$ cat src/rtl/video_stream_pkg.sv
// Shared definitions for the 17-bit tagged pixel stream: control word
// encodings, the resizer state enum and the DDA accumulator sizing helper.
package video_stream_pkg;

  localparam int STREAM_W = 17;

  localparam logic [STREAM_W-1:0] FRAME_START = 17'h10000;
  localparam logic [STREAM_W-1:0] ROW_START   = 17'h10001;
  localparam logic [STREAM_W-1:0] FRAME_END   = 17'h1FFFF;

  typedef enum logic [1:0] {
    WAIT_FRAME,
    WAIT_ROW,
    ROW_KEEP,
    ROW_DROP
  } resize_state_t;

  // Accumulator needs to hold acc + OUT, which stays below IN + OUT
  function automatic int dda_acc_width(input int in_n, input int out_n);
    return $clog2(in_n + out_n) + 1;
  endfunction

endpackage

$ cat src/rtl/resize_dda_step.sv
// One axis of nearest-neighbour decimation: a DDA that keeps exactly OUT
// of every IN steps. keep is valid combinationally for the current step.
module resize_dda_step
  import video_stream_pkg::*;
#(
  parameter int IN  = 640,
  parameter int OUT = 480
) (
  input  logic clk,
  input  logic rst_n,
  input  logic init,
  input  logic step,
  output logic keep
);

  localparam int AW = dda_acc_width(IN, OUT);
  localparam logic [AW-1:0] INIT_V = AW'(IN - OUT);
  localparam logic [AW-1:0] IN_V   = AW'(IN);
  localparam logic [AW-1:0] OUT_V  = AW'(OUT);

  logic [AW-1:0] acc;
  logic [AW-1:0] sum;

  assign sum  = acc + OUT_V;
  assign keep = (sum >= IN_V);

  // Starting at IN-OUT makes the very first step a keep (source index 0)
  always_ff @(posedge clk or negedge rst_n) begin
    if (!rst_n) begin
      acc <= INIT_V;
    end else if (init) begin
      acc <= INIT_V;
    end else if (step) begin
      acc <= keep ? (sum - IN_V) : sum;
    end
  end

endmodule

$ cat src/rtl/stream_resizer.sv
// Streaming nearest-neighbour downscaler for the tagged pixel stream.
// Rows are decimated by a vertical DDA stepped on row starts, pixels by a
// horizontal DDA stepped inside kept rows. One output register with a
// ready/valid handshake on both sides.
// Optional protocol checker: define STREAM_RESIZER_CHECK_EN.
module stream_resizer
  import video_stream_pkg::*;
#(
  parameter int IN_WIDTH   = 640,
  parameter int IN_HEIGHT  = 480,
  parameter int OUT_WIDTH  = 480,
  parameter int OUT_HEIGHT = 272
) (
  input  logic                clk,
  input  logic                rst_n,
  input  logic                scale_en,
  input  logic [STREAM_W-1:0] in_data,
  input  logic                in_valid,
  output logic                in_ready,
  output logic [STREAM_W-1:0] out_data,
  output logic                out_valid,
  input  logic                out_ready,
  output logic                proto_error
);

  resize_state_t state, state_next;
  logic mode_scale, mode_next;
  logic accept, is_ctrl, in_row, fwd;
  logic h_init, h_step, h_keep;
  logic v_init, v_step, v_keep;

  assign in_ready = !out_valid || out_ready;
  assign accept   = in_valid && in_ready;
  assign is_ctrl  = in_data[STREAM_W-1];
  assign in_row   = (state == ROW_KEEP) || (state == ROW_DROP);

  resize_dda_step #(.IN(IN_WIDTH), .OUT(OUT_WIDTH)) u_h_dda (
    .clk   (clk),
    .rst_n (rst_n),
    .init  (h_init),
    .step  (h_step),
    .keep  (h_keep)
  );

  resize_dda_step #(.IN(IN_HEIGHT), .OUT(OUT_HEIGHT)) u_v_dda (
    .clk   (clk),
    .rst_n (rst_n),
    .init  (v_init),
    .step  (v_step),
    .keep  (v_keep)
  );

  // Classify each accepted word: forward or drop, DDA steps, next state
  always_comb begin
    state_next = state;
    mode_next  = mode_scale;
    fwd        = 1'b0;
    h_init     = 1'b0;
    h_step     = 1'b0;
    v_init     = 1'b0;
    v_step     = 1'b0;
    if (accept) begin
      if (in_data == FRAME_START) begin
        fwd        = 1'b1;
        mode_next  = scale_en;
        h_init     = 1'b1;
        v_init     = 1'b1;
        state_next = WAIT_ROW;
      end else if (in_data == ROW_START) begin
        if (state == WAIT_FRAME) begin
          fwd = !mode_scale;
        end else if (!mode_scale) begin
          fwd        = 1'b1;
          state_next = ROW_KEEP;
        end else begin
          v_step = 1'b1;
          fwd    = v_keep;
          if (v_keep) begin
            h_init     = 1'b1;
            state_next = ROW_KEEP;
          end else begin
            state_next = ROW_DROP;
          end
        end
      end else if (in_data == FRAME_END) begin
        fwd        = !mode_scale || (state != WAIT_FRAME);
        state_next = WAIT_FRAME;
      end else if (is_ctrl) begin
        fwd = !mode_scale;
      end else if (!mode_scale) begin
        fwd = 1'b1;
      end else if (state == ROW_KEEP) begin
        h_step = 1'b1;
        fwd    = h_keep;
      end
    end
  end

  // State and scaling mode registers
  always_ff @(posedge clk or negedge rst_n) begin
    if (!rst_n) begin
      state      <= WAIT_FRAME;
      mode_scale <= 1'b1;
    end else begin
      state      <= state_next;
      mode_scale <= mode_next;
    end
  end

  // Output register: load on a forwarded word, empty when drained
  always_ff @(posedge clk or negedge rst_n) begin
    if (!rst_n) begin
      out_valid <= 1'b0;
      out_data  <= '0;
    end else if (accept && fwd) begin
      out_valid <= 1'b1;
      out_data  <= in_data;
    end else if (out_ready) begin
      out_valid <= 1'b0;
    end
  end

`ifdef STREAM_RESIZER_CHECK_EN
  localparam int PW = $clog2(IN_WIDTH + 2);
  localparam int RW = $clog2(IN_HEIGHT + 2);

  logic [PW-1:0] pix_cnt;
  logic [RW-1:0] row_cnt;
  logic          violation;

  // Detect malformed rows/frames from the accepted word and the counters
  always_comb begin
    violation = 1'b0;
    if (accept) begin
      if (in_data == ROW_START) begin
        violation = (state == WAIT_FRAME) ||
                    (in_row && (pix_cnt != PW'(IN_WIDTH)));
      end else if (in_data == FRAME_END) begin
        violation = (state == WAIT_FRAME) ||
                    (in_row && (pix_cnt != PW'(IN_WIDTH))) ||
                    (row_cnt != RW'(IN_HEIGHT));
      end else if (!is_ctrl) begin
        violation = !in_row;
      end
    end
  end

  // Saturating pixel/row counters and the sticky error flag
  always_ff @(posedge clk or negedge rst_n) begin
    if (!rst_n) begin
      pix_cnt     <= '0;
      row_cnt     <= '0;
      proto_error <= 1'b0;
    end else begin
      proto_error <= proto_error || violation;
      if (accept) begin
        if (in_data == FRAME_START) begin
          pix_cnt <= '0;
          row_cnt <= '0;
        end else if (in_data == ROW_START) begin
          pix_cnt <= '0;
          if (state != WAIT_FRAME && row_cnt != RW'(IN_HEIGHT + 1)) begin
            row_cnt <= row_cnt + 1'b1;
          end
        end else if (!is_ctrl && in_row && pix_cnt != PW'(IN_WIDTH + 1)) begin
          pix_cnt <= pix_cnt + 1'b1;
        end
      end
    end
  end
`else
  assign proto_error = 1'b0;
`endif

endmodule

$ cat config.mk
export PLATFORM = sky130hd
export DESIGN_NAME = stream_resizer
export DESIGN_NICKNAME = d
export VERILOG_FILES = /design/src/rtl/video_stream_pkg.sv /design/src/rtl/resize_dda_step.sv /design/src/rtl/stream_resizer.sv
export SDC_FILE = /design/constraint.sdc
export NUM_CORES = 1
export LEC_CHECK = 0
export BUFFER_PORTS_ARGS = -buffer_cell sky130_fd_sc_hd__clkbuf_2
export CAP_MARGIN = 30
export CELL_PAD_IN_SITES_DETAIL_PLACEMENT = 0
export CELL_PAD_IN_SITES_GLOBAL_PLACEMENT = 1
export CORE_MARGIN = 1
export CORE_UTILIZATION = 39
export DETAILED_ROUTE_END_ITERATION = 6
export PLACE_DENSITY_LB_ADDON = 0.12
export SLEW_MARGIN = 15
export SYNTH_ARGS = -nofsm -noshare
export SYNTH_HDL_FRONTEND = slang
export SYNTH_SLANG_ARGS = --single-unit
$ cat constraint.sdc
create_clock -name clk -period 2.44 [get_ports clk]
set_input_delay 0.122 -clock clk [delete_from_list [all_inputs] [get_ports clk]]
set_output_delay 0.122 -clock clk [all_outputs]
set_load 0.05 [all_outputs]
Word-level counts from Yosys, hierarchy flattened

Cells that the tools add are included.

Register bits after elaboration: 44
Latch bits: 0
RAM bits: 0
ROM bits: 0
Output and inout port bits: 20
Memories: 0

Add/subtract/negate cells: 4
$mul: 0
Divide/modulo/power cells: 0
Order comparisons: 2
Eq/ne operators: 5
Shift operators: 0
Mux-type cells: 43
Bitwise gates (word level): 0
Reduce and logical (&&, ||, !) cells: 14

Operators with widths:

| cell                                                                 | count |
|---|---|
| equality test 17 bit (second input constant)                         | 3 |
| 2-to-1 mux 12 bit                                                    | 3 |
| 2-to-1 mux 1 bit                                                     | 33 |
| 2-to-1 mux 11 bit                                                    | 3 |
| adder 12 x 9 -> 12 bit (second input constant)                       | 1 |
| greater-or-equal comparator 12 x 10 -> 1 bit (second input constant) | 1 |
| subtractor 12 x 10 -> 12 bit (second input constant)                 | 1 |
| adder 11 x 9 -> 11 bit (second input constant)                       | 1 |
| greater-or-equal comparator 11 x 9 -> 1 bit (second input constant)  | 1 |
| subtractor 11 x 9 -> 11 bit (second input constant)                  | 1 |
| 2-to-1 mux 2 bit                                                     | 4 |
| nonzero test 2 bit                                                   | 4 |
| inequality test 3 bit (second input constant)                        | 1 |
| AND reduction 3 bit                                                  | 1 |
| nonzero test 3 bit                                                   | 1 |
| equality test 2 bit (second input constant)                          | 1 |
| logical AND 1 bit                                                    | 2 |
| zero test 1 bit                                                      | 2 |
| zero test 2 bit                                                      | 1 |
| logical OR 1 bit                                                     | 2 |
| AND reduction 2 bit                                                  | 1 |

Longest topological paths before layout

Gate-level depths: netlist of the first run.

Word-level depth: 11
Mapped depth: 11
Mapped depth without buffers: 10

Cells and area by module

A second synthesis of the first run with hierarchy kept.

Cell total of the unflattened synthesis: 239
Area total of the unflattened synthesis: 2418.6 µm²

By module, submodules not included:

| module                    | times used | cells each | area each (µm²) | sequential area each (µm²) |
|---|---|---|---|---|
| stream_resizer            | 1          | 84         | 1071.0          | 526.8 |
| resize_dda_step (u_h_dda) | 1          | 77         | 696.9           | 177.7 |
| resize_dda_step (u_v_dda) | 1          | 78         | 650.6           | 178.9 |

Worst setup path before layout of the first run

Ideal clock, no wire load.

Path kind: register to register
Start point: register u_v_dda.acc[4]
End point: register out_data[0]
Library setup time: 0.125 ns
Arrival time: 2.573 ns
Required time: 2.315 ns
Slack: -0.258 ns
Cell stages (with the launch flop): 10
Path buffers: 1
Period minus slack after synthesis: 2.698 ns
Cell sequence: dfstp_2 -> ha_1 -> xor2_1 -> ha_1 -> a21oi_1 -> a2111oi_2 -> a211oi_2 -> a21oi_4 -> buf_6 -> mux2_4

Word-level cells in the longest chain between the ends: 8

RTL lines:

| what                                        | line                  | RTL |
|---|---|---|
| from (decl)                                 | resize_dda_step.sv:21 | `logic [AW-1:0] acc;` |
| from (signal assigned)                      | resize_dda_step.sv:34 | `acc <= keep ? (sum - IN_V) : sum;` |
| adder 11 x 9 -> 11 bit                      | resize_dda_step.sv:24 | `assign sum = acc + OUT_V;` |
| greater-or-equal comparator 11 x 9 -> 1 bit | resize_dda_step.sv:25 | `assign keep = (sum >= IN_V);` |
| 2-to-1 mux 1 bit                            | stream_resizer.sv:72  | `end else if (!mode_scale) begin` |
| 2-to-1 mux 1 bit                            | stream_resizer.sv:70  | `if (state == WAIT_FRAME) begin` |
| 2-to-1 mux 1 bit                            | stream_resizer.sv:69  | `end else if (in_data == ROW_START) begin` |
| 2-to-1 mux 1 bit                            | stream_resizer.sv:63  | `if (in_data == FRAME_START) begin` |
| 2-to-1 mux 1 bit                            | stream_resizer.sv:62  | `if (accept) begin` |
| logical AND 1 bit                           | stream_resizer.sv:115 | `end else if (accept && fwd) begin` |
| to (signal assigned)                        | stream_resizer.sv:117 | `out_data <= in_data;` |
| to (decl)                                   | stream_resizer.sv:20  | `output logic [STREAM_W-1:0] out_data,` |

No other way between the ends.
A chain may end at the register's enable or synchronous reset.

Final worst setup path of the first run

Start point: register u_v_dda.acc[4]
End point: register out_data[13]

The elaborated chain is that of the path after synthesis.

==> reports/qor.txt, run 1 <==
CTS tree: built
Final TNS setup: -0.2635 ns
Power Density: 362.7 nW/um^2
Yosys Warn Count: 0
Pleak: 1.546 nW
H-tree Lvls: 2
initial antenna violation count: 0
Startpoint Class: register
Distinct cells, synth: 71
core box area: 6314 sq um
detailed-route DRC error count: 0
post-DP HPWL: 4992 um
clock sink count: 35
CTS Buffer Depth: 2
DR vias: 2369
worst slew pin tran: 0.5348 ns
chip height: 82.86 um
Yosys reg bits: 35
Syn-to-layout area delta: 31.16%
crit path from: u_v_dda.acc[4]$_DFFE_PN1P_
hold_sp: scale_en
Final Skew: 0.007360 ns
antenna fix cells: 0
RSZ-0062 raised after global routing: yes
# rows: 29
critical path's slowest cell: dfstp_2
Syn Area/Cell: 9.375 sq um
post-route insts no fill: 424
dpl cells: 410
failing checks: setup timing
top cell type's share of synthesized area: 0.2846
fmax: 0.4027 GHz
Root Driver: clkbuf_8
Initial DRC Count: 81
share of cells above drive strength 1: 0.4092
Crit Path Max Fanout: 14
final period utilization: 1.018
MaxCap Viol Count: 0
Tmin final: 2.483 ns
port bufs: 40
post-synth top area cell: dfrtp_1
Crit. End Element: register
Syn Nets: 299
post-route ant nets: 0
Die W: 82.86 um
most frequent cells in the layout: clkbuf_2 (40), buf_4 (33), nand2_1 (29), dfrtp_1 (29), o21ai_0 (17)
Fin. Hold Viols: 0
status: finished with violations
Slowest Stage Delay on Critical Path: 0.61 ns
commonest non-fill, non-tap cell in the layout: clkbuf_2
starting density of the core: 0.4039
worst-path cell chain: buf_6 -> nand3_4 -> or3_4 -> a2111oi_4 -> a211oi_4 -> a21oi_4 -> buf_12 -> mux2_2
total grt overflow: 0
TritonRoute pass-1 iters: 4
WL final: 6759 um
Clock Latency Late Sink: 0.30 ns
cts bufs inserted: 5
Hold Crit Class: primary input to register
Crit Path Class: register to register
CP arrival: 2.67 ns
slew margin rel.: 0.6435
GRT Total Usage: 0.2028
Worst Path Required: 2.63 ns
first-pass GRT wire length: 11180 um
Cell Area, Synth: 2550 sq um
vias per cell: 5.587
WL per Instance: 15.94 um
die area: 6866 sq um
Place WS: -0.04613 ns
GP Congestion: 0.7979
Top Ports: 42
prevailing post-synth register cell: dfrtp_1
R2R Path Start: u_v_dda.acc[4]$_DFFE_PN1P_
Final Setup Violations: 14
largest net degree at the start of global routing: 36
PnR worst setup slack: -0.04332 ns
Peak supply drop: 211.4 uV
Reg clk slew, reported paths: 0.08 ns
Post-synth EDFFs: 0
nets: 373
top area cells in the synthesized netlist: dfrtp_1 (28%), dfstp_2 (6.2%), mux2_4 (5.9%)
Slew Viols, Final: 0
vias in the first global route: 2240
cells after synthesis: 272
ys async rst share: 1.000
register area share after synthesis: 0.3464
-- registers in the layout, indices dropped and copies added, names as in the netlist --
name and flops:
state 2, u_h_dda.acc 7, u_v_dda.acc 7, out_data 17, mode_scale 1, out_valid 1
-- where the power goes --
group,switching (mW),internal [mW]
combinational,0.0465,0.0282
sequential,0.000447,0.581
clock,0.247,0.310
total,0.294,0.919
-- worst max-delay path: cells and delay by family, from the launching register on --
kind,cells,cell delay (ns)
buffers and inverters,2,0.31
flip-flops,1,0.61
AO/OA/AOI/OAI,3,0.68
multiplexers,1,0.34
AND/OR/NAND/NOR,2,0.42
-- routing by layer --
| layer | track usage | share of wire | up-vias |
|---|---|---|---|
| li1 | - | - | 1161 |
| met1 | 0.2817 | 0.49 | 1140 |
| met2 | 0.3077 | 0.46 | 55 |
| met3 | 0.03976 | 0.036 | 13 |
| met4 | 0.08464 | 0.019 | 0 |
| met5 | 0 | 0 | - |
-- cell usage after synthesis (2+ instances only) --
cell and count:
a211oi_1 2, and2_1 3, nor4b_1 2, buf_4 3, clkbuf_1 6, a311o_1 2, or4_1 2, nor2b_1 7
xor2_1 4, nand2_1 29, xnor2_1 4, nor3_1 2, ha_1 5, nor4_1 6, inv_1 10, mux2i_1 2
a31oi_1 6, dfrtp_1 29, a21oi_1 13, buf_2 3, nor2_1 14, or3_1 7, a31oi_2 3, mux2_4 10
dfstp_2 6, o211ai_1 4, mux2_2 7, nand4_1 6, nand2b_1 3, nand3_1 4, o21ai_0 18, and3_1 5
nor3b_1 5, a211o_1 3
-- kinds of logic (layout without fill, tap and decap cells) --
group	after synthesis	count (layout)	synth area share
mux	19	19	0.09765
other cells	1	1	0.001471
xor+xnor	9	9	0.03386
simple gates	104	104	0.2301
compound gates	75	75	0.2218
buf+inv	24	99	0.04416
fa+ha+maj	5	5	0.02453
flops	35	35	0.3464
-- timing repair --
item / 4_1_cts / 5_1_grt
pin swaps: 3 / 3
resized for setup: 3 / 13
endpoints found under the hold margin: 25 / 0
buffers inserted: 1 / 3
hold buffers: 1 / 0
endpoints found under the setup margin: 4 / 25
-- final cells by class --
class	count	area [sq um]
Sequential cell	35	883.3
Tap cell	77	96.34
Timing Repair Buffer	80	559.3
Fill cell	609	2969
Clock buffer	5	68.82
Clock inverter	3	47.55
Inverter	11	41.29
Multi-Input combinational cell	213	1648
-- path summary, 6_finish.rpt --
kind / slack (ns) / depth (start not counted) / end
max in group asynchronous: 1.52 / 3 / u_h_dda.acc[5]$_DFFE_PN1P_
worst max-delay path: -0.04 / 8 / out_data[13]$_DFFE_PN0P_
worst min-delay path: 0.02 / 3 / mode_scale$_DFFE_PN1P_
min in group asynchronous: 0.35 / 2 / out_data[1]$_DFFE_PN0P_
worst min register to register: 0.51 / 2 / u_v_dda.acc[9]$_DFFE_PN0P_
worst max register to register: -0.04 / 8 / out_data[13]$_DFFE_PN0P_
-- metrics by stage --
step | instance area [sq um] | util | total power, mW | hold slack, ns
floorplan | 2582 | - | 0.6143 | -0.1736
finish | 3344 | 0.5297 | 1.213 | 0.01942
global route | 3344 | 0.5297 | 1.270 | 0.06100
CTS | 3243 | 0.5137 | 1.220 | 0.02278
global placement | 3085 | 0.4887 | 0.6592 | 0.3015
detailed placement | 3085 | 0.4887 | 0.6594 | 0.3115
Power figures use the tool's default switching activity.
==> run 2, diff against run 1 <==
- GPL_TIMING_DRIVEN: not set -> 0
- RECOVER_POWER: not set -> 25
==> run 2 against run 1 <==
Compared with the run above:
- the flow still finishes with violations (setup timing)
- utilization shrank 0.28 points
- critical endpoint is now out_data[16]$_DFFE_PN0P_
- design area shrank 0.52%
- flip-flop and latch count is the same
- wire length shrank 1.2%
- sequential share of layout area grew 0.14 points
- first-iteration DRC count grew 58%
- combinational power shrank 7.8%
- clock power shrank 5.4%
- power shrank 2.9%
- hold slack gained 0.015 ns
==> reports/qor.txt, run 2 (synthesis results as in run 1) <==
GP Congestion: 0.7834 (-1.8%)
Crit Path Class: register to register
most frequent cells in the layout: clkbuf_2 (39), dfrtp_1 (29), nand2_1 (27)
vias in the first global route: 2269 (+1.3%)
port bufs: 39 (-2.5%)
die area: 6866 sq um (unchanged)
Clock Latency Late Sink: 0.29 ns (about the same)
MaxCap Viol Count: 0 (unchanged)
starting density of the core: 0.4039 (unchanged)
total grt overflow: 0 (unchanged)
post-DP HPWL: 4723 um (-5.4%)
RSZ-0062 raised after global routing: yes
clock power share: 0.448 (-0.011)
Syn-to-layout area delta: 30.47%
clock sink count: 35 (unchanged)
Place WS: -0.3381 ns (-0.2919 ns)
post-route ant nets: 0 (unchanged)
Internal: 0.9078 mW (-1.2%)
Tmin final: 2.461 ns (-0.02193 ns)
Initial DRC Count: 128 (+58%)
status: finished with violations
chip height: 82.86 um (unchanged)
post-route cell area: 3327 sq um (-0.52%)
slew margin rel.: 0.2151 (-0.4284)
Final TNS setup: -0.1852 ns (+0.07826 ns)
antenna fix cells: 0 (unchanged)
CTS tree: built
nets: 363 (-2.7%)
dpl cells: 388 (-5.4%)
Fin. Hold Viols: 0 (unchanged)
Comb pwr share: 0.058 (-0.004)
Worst Path Required: 2.61 ns (-0.02 ns)
Biggest register: out_data
Final Hold Slack: 0.03407 ns (+0.01465 ns)
placed cell area: 2874 sq um (-6.9%)
vias per cell: 5.630 (+0.77%)
PnR worst setup slack: -0.02140 ns (+0.02193 ns)
share of cells above drive strength 1: 0.3947 (-0.01456)
Crit. End Element: register
Final Setup Violations: 15 (+1)
Root Driver: clkbuf_8
core box area: 6314 sq um (unchanged)
Pleak: 1.475 nW (-4.6%)
GRT Total Usage: 0.1977 (-0.005015)
cts bufs inserted: 5 (unchanged)
worst slew pin tran: 1.177 ns (+0.6426 ns)
TritonRoute pass-1 iters: 4 (unchanged)
Top Ports: 42 (unchanged)
CP arrival: 2.63 ns (-0.04 ns)
post-route insts no fill: 414 (-2.4%)
fmax: 0.4063 GHz (+0.89%)
WL per Instance: 16.13 um (+1.2%)
Psw: 0.2700 mW (-8.2%)
fraction of power spent switching nets: 0.2292 (-0.01327)
Die W: 82.86 um (unchanged)
failing checks: setup timing
final period utilization: 1.009 (-0.008986)
max reg flops: 17 (unchanged)
WL final: 6676 um (-1.2%)
detailed-route DRC error count: 0 (unchanged)
Hold Crit Class: primary input to register
Startpoint Class: register
H-tree Lvls: 2 (unchanged)
registers with the most flip-flops: out_data (17), u_h_dda.acc (7), u_v_dda.acc (7)
# rows: 29 (unchanged)
largest net degree at the start of global routing: 36 (unchanged)
Final Skew: 0.01042 ns (+0.003058 ns)
Power Density: 354.0 nW/um^2 (-2.4%)
sequential power share: 0.494 (+0.015)
CTS Buffer Depth: 2 (unchanged)
Reg clk slew, reported paths: 0.07 ns (about the same)
first-pass GRT wire length: 11060 um (-1.1%)
initial antenna violation count: 0 (unchanged)
Crit Path Max Fanout: 10 (-4)
commonest non-fill, non-tap cell in the layout: clkbuf_2
Peak supply drop: 322.6 uV (+53%)
DR vias: 2331 (-1.6%)
Slew Viols, Final: 0 (unchanged)
run 2: cell count changes in the layout (fill, tap and decap cells not counted), sizes merged:
cell,change
clkbuf,+6
inv,-1
clkinv,+1
buf,-16
run 2: through the flow:
| stage | total power, mW | util |
|---|---|---|
| 2_1_floorplan | 0.6143 | - |
| 6_report | 1.178 | 0.5270 |
| 5_1_grt | 1.231 | 0.5270 |
| 4_1_cts | 1.202 | 0.5067 |
| 3_3_place_gp | 0.6562 | 0.4552 |
| 3_5_place_dp | 0.6568 | 0.4552 |
run 2: per-layer routing:
| metal | GRT usage | vias to the layer above | share of wire |
|---|---|---|---|
| li1 | - | 1143 | - |
| met1 | 0.2786 | 1131 | 0.50 |
| met2 | 0.3033 | 46 | 0.44 |
| met3 | 0.03678 | 11 | 0.037 |
| met4 | 0.06897 | 0 | 0.018 |
| met5 | 0 | - | 0 |
run 2: power groups by stage:
stage          clock [mW]  combinational (mW)  sequential (mW)
6_report            0.527              0.0689            0.581
5_1_grt             0.573              0.0761            0.581
4_1_cts             0.552              0.0685            0.581
3_5_place_dp            0              0.0644            0.592
3_3_place_gp            0              0.0638            0.592
2_1_floorplan           0              0.0190            0.595
run 2: final timing paths:
| path | from | to | slack, ns | cells past startpoint |
|---|---|---|---|---|
| max | u_v_dda.acc[4]$_DFFE_PN1P_ | out_data[16]$_DFFE_PN0P_ | -0.02 | 8 |
| min | scale_en | mode_scale$_DFFE_PN1P_ | 0.03 | 3 |
| max reg2reg | u_v_dda.acc[4]$_DFFE_PN1P_ | out_data[16]$_DFFE_PN0P_ | -0.02 | 8 |
| min reg2reg | u_v_dda.acc[9]$_DFFE_PN0P_ | u_v_dda.acc[9]$_DFFE_PN0P_ | 0.51 | 2 |
| max in group asynchronous | rst_n | u_h_dda.acc[11]$_DFFE_PN0P_ | 0.41 | 3 |
| min in group asynchronous | rst_n | out_data[15]$_DFFE_PN0P_ | 0.46 | 2 |
run 2: what timing repair did:
item / in CTS / in global routing
buffers inserted: 10 / 6
pin swaps: 6 / 6
endpoints found under the hold margin: 29 / 0
setup endpoints to repair: 22 / 22
hold buffers: 1 / 0
resized for setup: 19 / 20
run 2: final cells by class:
class,instances,area (sq um)
Fill cell,611,2987
Multi-Input combinational cell,213,1747
Sequential cell,35,883.3
Timing Repair Buffer,57,356.6
Tap cell,77,96.34
Buffer,13,90.09
Clock buffer,5,68.82
Clock inverter,3,43.79
Inverter,11,41.29
run 2: worst max-delay path, stage by stage, from the launching register on:
cell and delay, ns:
dfstp_2 0.59, ha_4 0.19, and3_4 0.18, o211ai_1 0.17, a2111oi_4 0.48, a211oi_4 0.08
a21oi_4 0.18, buf_8 0.18, mux2_4 0.30
==> run 3, diff against run 2 <==
--- a/config.mk
+++ b/config.mk
@@ -12,3 +12,3 @@
 export CORE_MARGIN = 1
-export CORE_UTILIZATION = 39
+export CORE_UTILIZATION = 40
 export DETAILED_ROUTE_END_ITERATION = 6
==> constraint.sdc (replaced) <==
create_clock -name clk -period 2.6 [get_ports clk]
set_input_delay 0 -clock clk [delete_from_list [all_inputs] [get_ports clk]]
set_output_delay 0 -clock clk [all_outputs]
set_load 0.05 [all_outputs]
==> run 3 against run 2 <==
Compared with the run above:
- wire length decreased by 2.4%
- combinational power increased by 14%
- power decreased by 14%
- sequential share of layout area increased by 0.67 points
- fmax decreased by 2.7%
- the run ends with capacitance limit, slew limit left
- critical path type unchanged
- via count increased by 1.3%
==> reports/qor.txt, run 3 (synthesis results as in run 1) <==
registers with the most flip-flops: out_data (17), u_h_dda.acc (7), u_v_dda.acc (7)
share of cells above drive strength 1: 0.3362 (-0.05843)
total grt overflow: 0 (unchanged)
Clock Latency Late Sink: 0.29 ns (about the same)
cell mode on critical path: a211o_1
Comb pwr share: 0.077 (+0.019)
critical path's slowest cell: dfstp_2
Slowest Stage Delay on Critical Path: 0.53 ns (-0.06 ns)
Hold Crit Class: primary input to register
Final Skew: 0.004751 ns (-0.005667 ns)
post-route insts no fill: 420 (+1.4%)
GRT Total Usage: 0.2092 (+0.01144)
most frequent cells in the layout: clkbuf_2 (38), nand2_1 (28), dfrtp_1 (27)
fmax: 0.3954 GHz (-2.7%)
worst slew pin tran: 1.643 ns (+0.4661 ns)
total power: 1.016 mW (-14%)
worst-path cell chain: inv_1 -> ha_4 -> buf_4 -> xnor2_2 -> ha_2 -> o2111a_1 -> o21ai_0 -> a211o_1 -> a211o_1 -> a21o_1 -> a21oi_1
Power Density: 312.3 nW/um^2 (-12%)
commonest non-fill, non-tap cell in the layout: clkbuf_2
max reg flops: 17 (unchanged)
clock sink count: 35 (unchanged)
GP Congestion: 0.8113 (+3.6%)
core box area: 6026 sq um (-4.6%)
cts bufs inserted: 5 (unchanged)
Final Setup Violations: 0 (-15)
placed cell area: 2864 sq um (-0.35%)
failing checks: capacitance limit, slew limit
WL final: 6517 um (-2.4%)
post-route ant nets: 0 (unchanged)
fill count: 559 (-8.5%)
largest net degree at the start of global routing: 36 (unchanged)
Peak supply drop: 261.7 uV (-19%)
status: finished with violations
sequential power share: 0.537 (+0.043)
Die W: 81.84 um (-1.2%)
Startpoint Class: register
post-DP HPWL: 4632 um (-1.9%)
antenna fix cells: 0 (unchanged)
clock power share: 0.386 (-0.062)
Slew Viols, Final: 31 (+31)
detailed-route DRC error count: 0 (unchanged)
Place WS: -0.2394 ns (+0.09871 ns)
final period utilization: 0.9727 (-0.03606)
Crit Path Class: register to register
MaxCap Viol Count: 1 (+1)
post-route cell area: 3254 sq um (-2.2%)
# rows: 28 (-3.4%)
Pleak: 1.462 nW (-0.91%)
PnR worst setup slack: 0.07095 ns (+0.09235 ns)
initial antenna violation count: 0 (unchanged)
Crit. End Element: register
starting density of the core: 0.4232 (+0.01929)
WL per Instance: 15.52 um (-3.8%)
Psw: 0.2500 mW (-7.4%)
Top Ports: 42 (unchanged)
Final Hold Slack: 0.004569 ns (-0.02950 ns)
first-pass GRT wire length: 10610 um (-4.1%)
DR vias: 2361 (+1.3%)
CTS tree: built
nets: 371 (+2.2%)
Biggest register: out_data
CTS Buffer Depth: 2 (unchanged)
Reg clk slew, reported paths: 0.07 ns (about the same)
chip height: 81.84 um (-1.2%)
Root Driver: clkbuf_8
TritonRoute pass-1 iters: 4 (unchanged)
die area: 6698 sq um (-2.4%)
Crit Path Max Fanout: 10 (unchanged)
Tmin final: 2.529 ns (+0.06765 ns)
port bufs: 39 (unchanged)
dpl cells: 386 (-0.52%)
vias in the first global route: 2123 (-6.4%)
H-tree Lvls: 2 (unchanged)
vias per cell: 5.621 (-0.16%)
Initial DRC Count: 75 (-41%)
fraction of power spent switching nets: 0.2460 (+0.01673)
slew margin rel.: -0.09565 (-0.3107)
Fin. Hold Viols: 0 (unchanged)
CP arrival: 2.74 ns (+0.11 ns)
Syn-to-layout area delta: 27.63%
Internal: 0.7664 mW (-16%)
Worst Path Required: 2.81 ns (+0.20 ns)
==> run 3: changes by cell type in the layout (fill, tap and decap cells not counted), sizes merged <==
cell         previous run  this run
dlygate4sd3             1        15
buf                    23        17
bufinv                  1         0
clkbuf                 51        52
clkinv                  2         1
clkinvlp                0         1
==> run 3: what timing repair did <==
action                                  in CTS  in global routing
setup buffers                                5                  5
hold endpoints to repair                    43                  0
hold buffers                                15                  0
gates resized for setup                      4                 12
endpoints found under the setup margin      19                 19
pin swaps                                    2                  4
cloned                                       0                  0
==> run 3: worst max-delay path, delay by kind of cell, from the launching register on <==
| family | cells | cell delay, ns |
|---|---|---|
| AOI/OAI and AO/OA | 6 | 1.09 |
| DFF | 1 | 0.53 |
| adders and majority gates | 2 | 0.41 |
| buffers and inverters | 2 | 0.26 |
| xor gates and xnor gates | 1 | 0.15 |
==> run 3: final cells by class <==
cell class / count / area [sq um] / area share
clock buffers: 6 / 72.57 / 0.02230
inverters: 11 / 41.29 / 0.01269
well taps: 75 / 93.84 / 0.02884
flip-flops and latches: 35 / 885.9 / 0.2722
multi-input cells: 213 / 1644 / 0.5052
repair buffers: 65 / 426.7 / 0.1311
clock inverters: 2 / 12.51 / 0.003845
plain buffers: 13 / 77.57 / 0.02384
==> run 3: final timing paths <==
check                                      startpoint                          end  slack (ns)  cells after the start
min in group asynchronous                       rst_n      out_data[7]$_DFFE_PN0P_        0.12                      2
max reg2reg                u_h_dda.acc[5]$_DFFE_PN1P_  u_h_dda.acc[11]$_DFFE_PN0P_        0.07                     11
max in group asynchronous                       rst_n   u_h_dda.acc[6]$_DFFE_PN0P_        0.52                      3
max                        u_h_dda.acc[5]$_DFFE_PN1P_  u_h_dda.acc[11]$_DFFE_PN0P_        0.07                     11
min reg2reg                   out_data[1]$_DFFE_PN0P_      out_data[1]$_DFFE_PN0P_        0.51                      1
min                                        in_data[8]      out_data[8]$_DFFE_PN0P_       0.005                      2
==> run 3: metrics by stage <==
stage,setup TNS [ns],util
global placement,-3.267,0.4753
CTS,0,0.5228
finish,0,0.5401
global route,-0.004701,0.5401
detailed placement,-3.082,0.4753
floorplan,0,-
==> run 3: power groups by stage <==
stage,clock network [mW],registers (mW),logic [mW]
final,0.392,0.546,0.0785
after floorplan,0,0.559,0.0179
after detailed placement,0,0.556,0.0594
after CTS,0.410,0.546,0.0775
after global placement,0,0.556,0.0594
after global routing,0.430,0.546,0.0867
==> run 3: metal layers <==
layer,wire (um),GRT usage
met1,2928,0.2691
met4,99,0.05263
met2,3252,0.3612
met3,237,0.03444
met5,0,0
